$ cat config.mk
export PLATFORM = sky130hd
export DESIGN_NAME = vid_stream_out
export DESIGN_NICKNAME = d
export VERILOG_FILES = /design/src/rtl/vid_stream_out.sv
export SDC_FILE = /design/constraint.sdc
export NUM_CORES = 1
export LEC_CHECK = 0
export ABC_AREA = 1
export BUFFER_PORTS_ARGS = -buffer_cell sky130_fd_sc_hd__clkbuf_2
export CAP_MARGIN = 20
export CORE_UTILIZATION = 50
export DETAILED_ROUTE_END_ITERATION = 10
export PLACE_DENSITY = 0.78
export SETUP_SLACK_MARGIN = 0.05
export SLEW_MARGIN = 20
export SYNTH_ARGS = -nofsm -noshare
export SYNTH_HDL_FRONTEND = slang
export SYNTH_SLANG_ARGS = --single-unit
$ cat constraint.sdc
create_clock -name PixelClk -period 1.85 [get_ports PixelClk]
set_clock_uncertainty 0.1 [all_clocks]
set_input_delay 0.185 -clock PixelClk [delete_from_list [all_inputs] [get_ports PixelClk]]
set_output_delay 0.185 -clock PixelClk [all_outputs]
set_load 0.02 [all_outputs]
$ cat src/rtl/vid_stream_out.sv
// vid_stream_out
// Converts an AXI4-Stream style pixel stream into a timed video interface.
// A free-running h/v raster counter generates the timing; the stream is locked
// to the raster by its start-of-frame marker and dropped back to search mode
// whenever the source starves an active pixel or its framing disagrees with
// the raster.
//
// Ports
//   PixelClk          pixel clock, all logic on the rising edge
//   aRst              asynchronous active-high reset
//   s_tdata/valid/user/last  input pixel stream (tuser = SOF, tlast = EOL)
//   s_tready          pixel accepted when s_tvalid && s_tready
//   vid_data          output pixel, zero outside accepted active pixels
//   vid_active_video  data enable
//   vid_hsync/vsync   sync outputs, asserted level set by HSYNC_POL/VSYNC_POL
//   in_sync           high while the stream is locked to the raster
//   underflow         one-cycle pulse: active pixel with no data available
//   misalign          one-cycle pulse: tuser/tlast disagree with the raster
module vid_stream_out #(
  parameter int H_ACTIVE  = 1280,
  parameter int H_FP      = 110,
  parameter int H_SYNC    = 40,
  parameter int H_BP      = 220,
  parameter int V_ACTIVE  = 720,
  parameter int V_FP      = 5,
  parameter int V_SYNC    = 5,
  parameter int V_BP      = 20,
  parameter int HSYNC_POL = 1,
  parameter int VSYNC_POL = 1
) (
  input  logic        PixelClk,
  input  logic        aRst,
  input  logic [23:0] s_tdata,
  input  logic        s_tvalid,
  output logic        s_tready,
  input  logic        s_tuser,
  input  logic        s_tlast,
  output logic [23:0] vid_data,
  output logic        vid_active_video,
  output logic        vid_hsync,
  output logic        vid_vsync,
  output logic        in_sync,
  output logic        underflow,
  output logic        misalign
);

  localparam int CW      = 16;
  localparam int H_TOTAL = H_ACTIVE + H_FP + H_SYNC + H_BP;
  localparam int V_TOTAL = V_ACTIVE + V_FP + V_SYNC + V_BP;

  localparam logic [CW-1:0] H_LAST     = CW'(H_TOTAL - 1);
  localparam logic [CW-1:0] V_LAST     = CW'(V_TOTAL - 1);
  localparam logic [CW-1:0] H_ACT_C    = CW'(H_ACTIVE);
  localparam logic [CW-1:0] V_ACT_C    = CW'(V_ACTIVE);
  localparam logic [CW-1:0] H_EOL      = CW'(H_ACTIVE - 1);
  localparam logic [CW-1:0] H_SYNC_BEG = CW'(H_ACTIVE + H_FP);
  localparam logic [CW-1:0] H_SYNC_END = CW'(H_ACTIVE + H_FP + H_SYNC);
  localparam logic [CW-1:0] V_SYNC_BEG = CW'(V_ACTIVE + V_FP);
  localparam logic [CW-1:0] V_SYNC_END = CW'(V_ACTIVE + V_FP + V_SYNC);

  localparam logic HS_ON = (HSYNC_POL != 0);
  localparam logic VS_ON = (VSYNC_POL != 0);

  typedef enum logic {
    ST_SYNC = 1'b0,
    ST_RUN  = 1'b1
  } state_t;

  state_t        r_state;
  state_t        w_state_nxt;
  logic [CW-1:0] r_h_cnt;
  logic [CW-1:0] r_v_cnt;

  logic          w_active;
  logic          w_origin;
  logic          w_line_end;
  logic          w_hs_zone;
  logic          w_vs_zone;
  logic          w_ready;
  logic          w_take;
  logic          w_underflow;
  logic          w_misalign;

  logic [23:0]   r_vid_data;
  logic          r_active;
  logic          r_hsync;
  logic          r_vsync;
  logic          r_underflow;
  logic          r_misalign;

  // Raster counters: free-running, never influenced by the stream.
  always_ff @(posedge PixelClk or posedge aRst) begin
    if (aRst) begin
      r_h_cnt <= '0;
      r_v_cnt <= '0;
    end else if (r_h_cnt == H_LAST) begin
      r_h_cnt <= '0;
      r_v_cnt <= (r_v_cnt == V_LAST) ? '0 : r_v_cnt + 1'b1;
    end else begin
      r_h_cnt <= r_h_cnt + 1'b1;
    end
  end

  assign w_active   = (r_h_cnt < H_ACT_C) && (r_v_cnt < V_ACT_C);
  assign w_origin   = (r_h_cnt == '0) && (r_v_cnt == '0);
  assign w_line_end = (r_h_cnt == H_EOL);
  assign w_hs_zone  = (r_h_cnt >= H_SYNC_BEG) && (r_h_cnt < H_SYNC_END);
  assign w_vs_zone  = (r_v_cnt >= V_SYNC_BEG) && (r_v_cnt < V_SYNC_END);

  always_ff @(posedge PixelClk or posedge aRst) begin
    if (aRst) r_state <= ST_SYNC;
    else      r_state <= w_state_nxt;
  end

  // Lock control. In SYNC, everything except an SOF pixel is flushed so the
  // source drains to the next frame start, which is then held until (0,0).
  // In RUN, a pixel carrying the wrong tuser is refused (not consumed) so an
  // early SOF survives to relock on the following frame.
  always_comb begin
    w_state_nxt = r_state;
    w_ready     = 1'b0;
    w_take      = 1'b0;
    w_underflow = 1'b0;
    w_misalign  = 1'b0;
    case (r_state)
      ST_SYNC: begin
        if (w_origin && s_tvalid && s_tuser) begin
          w_ready     = 1'b1;
          w_take      = 1'b1;
          w_state_nxt = ST_RUN;
        end else begin
          w_ready = s_tvalid && !s_tuser;
        end
      end
      ST_RUN: begin
        if (w_active) begin
          if (!s_tvalid) begin
            w_ready     = 1'b1;
            w_underflow = 1'b1;
            w_state_nxt = ST_SYNC;
          end else if (s_tuser != w_origin) begin
            w_misalign  = 1'b1;
            w_state_nxt = ST_SYNC;
          end else begin
            w_ready = 1'b1;
            w_take  = 1'b1;
            if (s_tlast != w_line_end) begin
              w_misalign  = 1'b1;
              w_state_nxt = ST_SYNC;
            end
          end
        end
      end
    endcase
  end

  // Ready is combinational, so it is masked directly while reset is held.
  assign s_tready = w_ready && !aRst;

  // Output register stage: position and accepted pixel of cycle n shown in n+1.
  always_ff @(posedge PixelClk or posedge aRst) begin
    if (aRst) begin
      r_vid_data  <= '0;
      r_active    <= 1'b0;
      r_hsync     <= ~HS_ON;
      r_vsync     <= ~VS_ON;
      r_underflow <= 1'b0;
      r_misalign  <= 1'b0;
    end else begin
      r_vid_data  <= w_take ? s_tdata : '0;
      r_active    <= w_active;
      r_hsync     <= w_hs_zone ? HS_ON : ~HS_ON;
      r_vsync     <= w_vs_zone ? VS_ON : ~VS_ON;
      r_underflow <= w_underflow;
      r_misalign  <= w_misalign;
    end
  end

  assign vid_data         = r_vid_data;
  assign vid_active_video = r_active;
  assign vid_hsync        = r_hsync;
  assign vid_vsync        = r_vsync;
  assign underflow        = r_underflow;
  assign misalign         = r_misalign;
  assign in_sync          = (r_state == ST_RUN);

endmodule

### After elaboration in Yosys (flattened, before gate mapping)

Cells that the tools add are included.

* $lt $le $gt $ge: 6
* add/subtract/negate cells: 2
* multiplexer cells: 27
* $mul: 0
* reductions and logical operators: 12
* divide/modulo/power cells: 0
* equality and inequality tests: 5
* bitwise operators: 1
* shift-type cells: 0

Operators with widths (number)
* $add A16 B1 Y16 const B: 2
* $eq A16 B11 Y1 const B: 2
* $logic_not A16 Y1: 2
* $lt A16 B10 Y1 const B: 2
* $lt A16 B11 Y1 const B: 2
* $mux W16: 2
* $mux W24: 1
* $mux W1: 21
* $eq A16 B10 Y1 const B: 1
* $ge A16 B10 Y1 const B: 1
* $ge A16 B11 Y1 const B: 1
* $logic_and A1 B1 Y1: 8
* $pmux W1 S2: 3
* $logic_not A1 Y1: 2
* $ne A1 B1 Y1: 2
* $not A1 Y1: 1

* bits in registers: 62
* bits in latches: 0
* word-level logic and storage cells: 62
* memory bits (read-only): 0
* RAM bits: 0
* memories: 0

### Longest topological paths before layout

* depth in word-level cells: 8
* gate-level depth with buffers: 13

### Worst setup path after synthesis

OpenSTA, ideal clock, no wires.

* kind: reg2out
* start point: register r_v_cnt[0]
* end point: output port s_tready
* setup slack: 0.014 ns
* stages on the path, launching flop included: 13
* required time: 1.565 ns
* arrival time: 1.551 ns
* path through: dfrtp_1 inv_1 ha_1 nand2_1 nor2_1 nand2_1 nor2_2 nand2_1 nand2_2 nand2_1 nor2_1 nor2_1 nor2_1

* word-level cells in the longest chain between the ends: 8
* elaborated cells between the ends (all ways): 13

Ends and longest elaborated chain
* start: declaration: RTL line 72 `logic [CW-1:0] r_v_cnt;`
* start signal: assignment: RTL line 98 `r_v_cnt <= (r_v_cnt == V_LAST) ? '0 : r_v_cnt + 1'b1;`
* branches (longest 6 deep; another with $lt A16 B10 Y1)
* $pmux W1 S2 (*): RTL line 125 `case (r_state)`
* $logic_and A1 B1 Y1 (*): RTL line 158 `assign s_tready = w_ready && !aRst;`
* end: declaration: RTL line 35 `output logic s_tready,`

Mark *: on every way between the ends.

### Worst setup path after layout

* start point: register r_v_cnt[13]
* end point: output port s_tready

The elaborated chain is that of the path after synthesis.

==> impl_metrics.yaml <==
run_status:
  status: "finished, violations left"
  violations: "negative setup slack"
die:
  start_util: 0.518
  die_w_um: 83.1
  core_um2: 6350
  die_y_um: 83.1
  die-area_um2: 6900
  ios: 60
  rows: 29
worst_setup_path:
  cp.required_ns: 1.56
  cp-startpoint: "r_v_cnt[13]$_DFFE_PP0N_"
  critical_path_arrival_ns: 2.10
  crit_path_max_fanout: 4
  cp-start-kind: "flip-flop"
  r2r-start: "r_v_cnt[13]$_DFFE_PP0N_"
  path_class: "flip-flop to output pin"
  worstSetupEndpointType: "output pin"
finish:
  fin_cells: 630
  regArea_um2: 1560
  n_antenna_cell: 0
  drive_gt1_frac: 0.400
  multiInputGateArea_um2: 1640
  fillers: 357
  nets: 584
  areaGrowthSynthToFinish_pct: 47.4
global_route:
  grt_pass1_wl_mm: 14.9
  track_usage: 0.277
  grt_max_degree: 46
  first_global_vias: 3326
  grt-ovfl-total: 0
  grt_antenna_before_repair: 0
routing:
  drt_iter0_markers: 397
  num_vias: 3539
  drtPass1Iterations: 6
  route.met3.wl_um: 769
  drtAntennaViolNets: 0
  wl_per_cell_um: 17.0
  wl_met2_mm: 5.53
  dr.max_layer_used: "met4"
  via_per_inst: 5.62
  drcViolationCount: 0
  m1WireLength_mm: 3.74
  wl_mm: 10.7
timing:
  min_period_ns: 2.38
  worst_slew_pin_slew_ns: 0.476
  setup_violations: 30
  layout_setup_ws_ns: -0.535
  drv_slew: 0
  max_freq_mhz: 419
  rsz0062_at_grt: "true"
  fin_crit_sh: 1.29
  maxSlewHeadroom: 0.680
  hold_viol: 0
power_and_ir_drop:
  p_seq_frac: 0.468
  p_clk_frac: 0.454
  p_total_mw: 2.93
  p_int_mw: 2.23
  p_switching_mw: 0.708
  p_sw_frac: 0.241
  pwr_density_cell_nw_per_um2: 605
  power_leakage_nw: 2.60
  ir_drop_v: 0.000718
  comb_power_share: 0.079
place:
  dp.cells: 565
  dp_hpwl_mm: 5.44
  place_congestion: 0.887
  port_buffers: 59
min_path:
  hold_class: "primary input to flip-flop"
  min-delay-start: "s_tvalid"
logic_synthesis:
  syn_inst: 402
  synth_seq_area_share: 0.472
  synth-main-ff-cell: "dfrtp_1"
  synth_area_per_cell_um2: 8.18
  synthesis.nets: 438
  yosys_warnings: 0
  ys_ff_latch: 62
  ys_types: 32
  synth_edf_count: 0
  async_flop_share: 1.00
  syn-cell-area_um2: 3290
clock_tree:
  cts_buffer_depth: 2
  cts_tree: "done"
  root_buffer: "clkbuf_8"
  clock_sinks: 62
  clock_latency_ns: 0.36
  clk_pin_slew_worst_paths_ns: 0.08
  numCtsBuffers: 9
  h-tree-depth: 3
flow_run:
  drv_cap: 0
[power by group through the flow]
stage	combinational, mW	clock (mW)	sequential [mW]
floorplan	0.0649	0	1.42
global placement	0.147	0	1.40
detailed placement	0.152	0	1.40
CTS	0.199	1.33	1.37
global route	0.248	1.39	1.37
finish	0.230	1.33	1.37
[through the flow]
stage               instance area, um^2  setup WS [ns]  setup TNS [ns]  utilization  hold slack (ns)
detailed placement                 3920       -0.00625        -0.00625        0.617            0.131
global route                       4850         -0.642           -9.45        0.763            0.141
global placement                   3920         0.0416               0        0.617            0.108
CTS                                4500         -0.354          -0.394        0.709           0.0768
finish                             4850         -0.535           -6.10        0.763            0.130
floorplan                          3290         0.0974               0            -            0.191
[critical path, stage by stage (launching register included)]
cell and delay [ns]:
dfrtp_1 0.47, inv_2 0.14, nand2_1 0.07, nor2_2 0.12, nand3_1 0.13, nor2_4 0.18
nand4_1 0.18, nand2_1 0.13, nor2_2 0.04, nor2_2 0.12, clkbuf_8 0.16
[metal layers]
metal,vias to the layer above,track usage
met5,-,0
met2,237,0.478
met4,0,0.169
met1,1683,0.305
li1,1536,-
met3,83,0.0696
[path summary, 6_finish.rpt]
| kind | to | slack, ns | depth (start not counted) |
|---|---|---|---|
| max reg2reg | vid_data[8]$_DFF_PP0_ | -0.24 | 13 |
| max in group asynchronous | r_h_cnt[4]$_DFF_PP0_ | 0.70 | 4 |
| min | in_sync$_DFF_PP0_ | 0.13 | 5 |
| max | s_tready | -0.53 | 10 |
| min in group asynchronous | vid_data[10]$_DFF_PP0_ | 0.35 | 3 |
| min reg2reg | r_h_cnt[15]$_DFF_PP0_ | 0.43 | 1 |
[flip-flops by register name (all words and copies together), names as in the netlist]
name,flops
r_v_cnt,16
in_sync,1
r_h_cnt,16
vid_data,24
vid_hsync,1
vid_vsync,1
misalign,1
vid_active_video,1
underflow,1
[cells in the final DEF (no fill, tap or decap), types with 3 or more instances in the layout]
master / count
dfrtp_1: 59
ha_1: 4
nor2_4: 23
o21ai_1: 3
nor2_2: 23
nor3_1: 8
nand3_4: 4
dlygate4sd3_1: 25
nand2_1: 69
dfrtp_2: 3
clkbuf_2: 58
inv_2: 14
buf_12: 3
clkbuf_8: 10
nand3_1: 24
nand4_1: 4
a31oi_1: 3
inv_1: 64
o21ai_0: 15
a21oi_1: 7
nor2_1: 25
nand3_2: 6
xor2_1: 10
buf_4: 49
nand2_2: 3
[logic make-up (layout without fill, tap and decap cells)]
kind of cell               count (synthesis)  after routing  share of synthesized area
AOI/OAI and AO/OA                         33             33                     0.0575
adders and majority gates                  7              7                     0.0266
and+or+nand+nor                          204            204                      0.309
xor gates and xnor gates                  12             12                     0.0320
buffers and inverters                     84            235                      0.103
DFF                                       62             62                      0.472
[cells in the mapped netlist (all sizes together) (2+ instances only)]
cell / count / area share
nand3: 34 / 0.059
a31oi: 3 / 0.0057
buf: 4 / 0.012
inv: 80 / 0.091
xor2: 10 / 0.027
and3: 2 / 0.0038
ha: 7 / 0.027
dfrtp: 62 / 0.47
o21ai: 19 / 0.032
a21oi: 8 / 0.012
nor3b: 2 / 0.0061
nor2: 71 / 0.11
nand2: 74 / 0.087
nand4: 4 / 0.0076
nor4: 3 / 0.0057
nor3: 12 / 0.025
xnor2: 2 / 0.0053
[area by class of cell]
cell class	instances	share of cell area
Sequential cell	62	0.321
Clock inverter	6	0.0178
Multi-Input combinational cell	256	0.339
Inverter	80	0.0633
Timing Repair Buffer	139	0.212
Tap cell	77	0.0199
Clock buffer	10	0.0263
[timing repair]
| item | in CTS | in global routing |
|---|---|---|
| buffers inserted | 11 | 12 |
| cloned | 0 | 1 |
| hold endpoints to repair | 41 | 0 |
| resized for setup | 12 | 59 |
| endpoints found under the setup margin | 3 | 53 |
| hold buffers | 25 | 0 |
| pin swaps | 11 | 22 |
(Power assumes the default switching activity.)
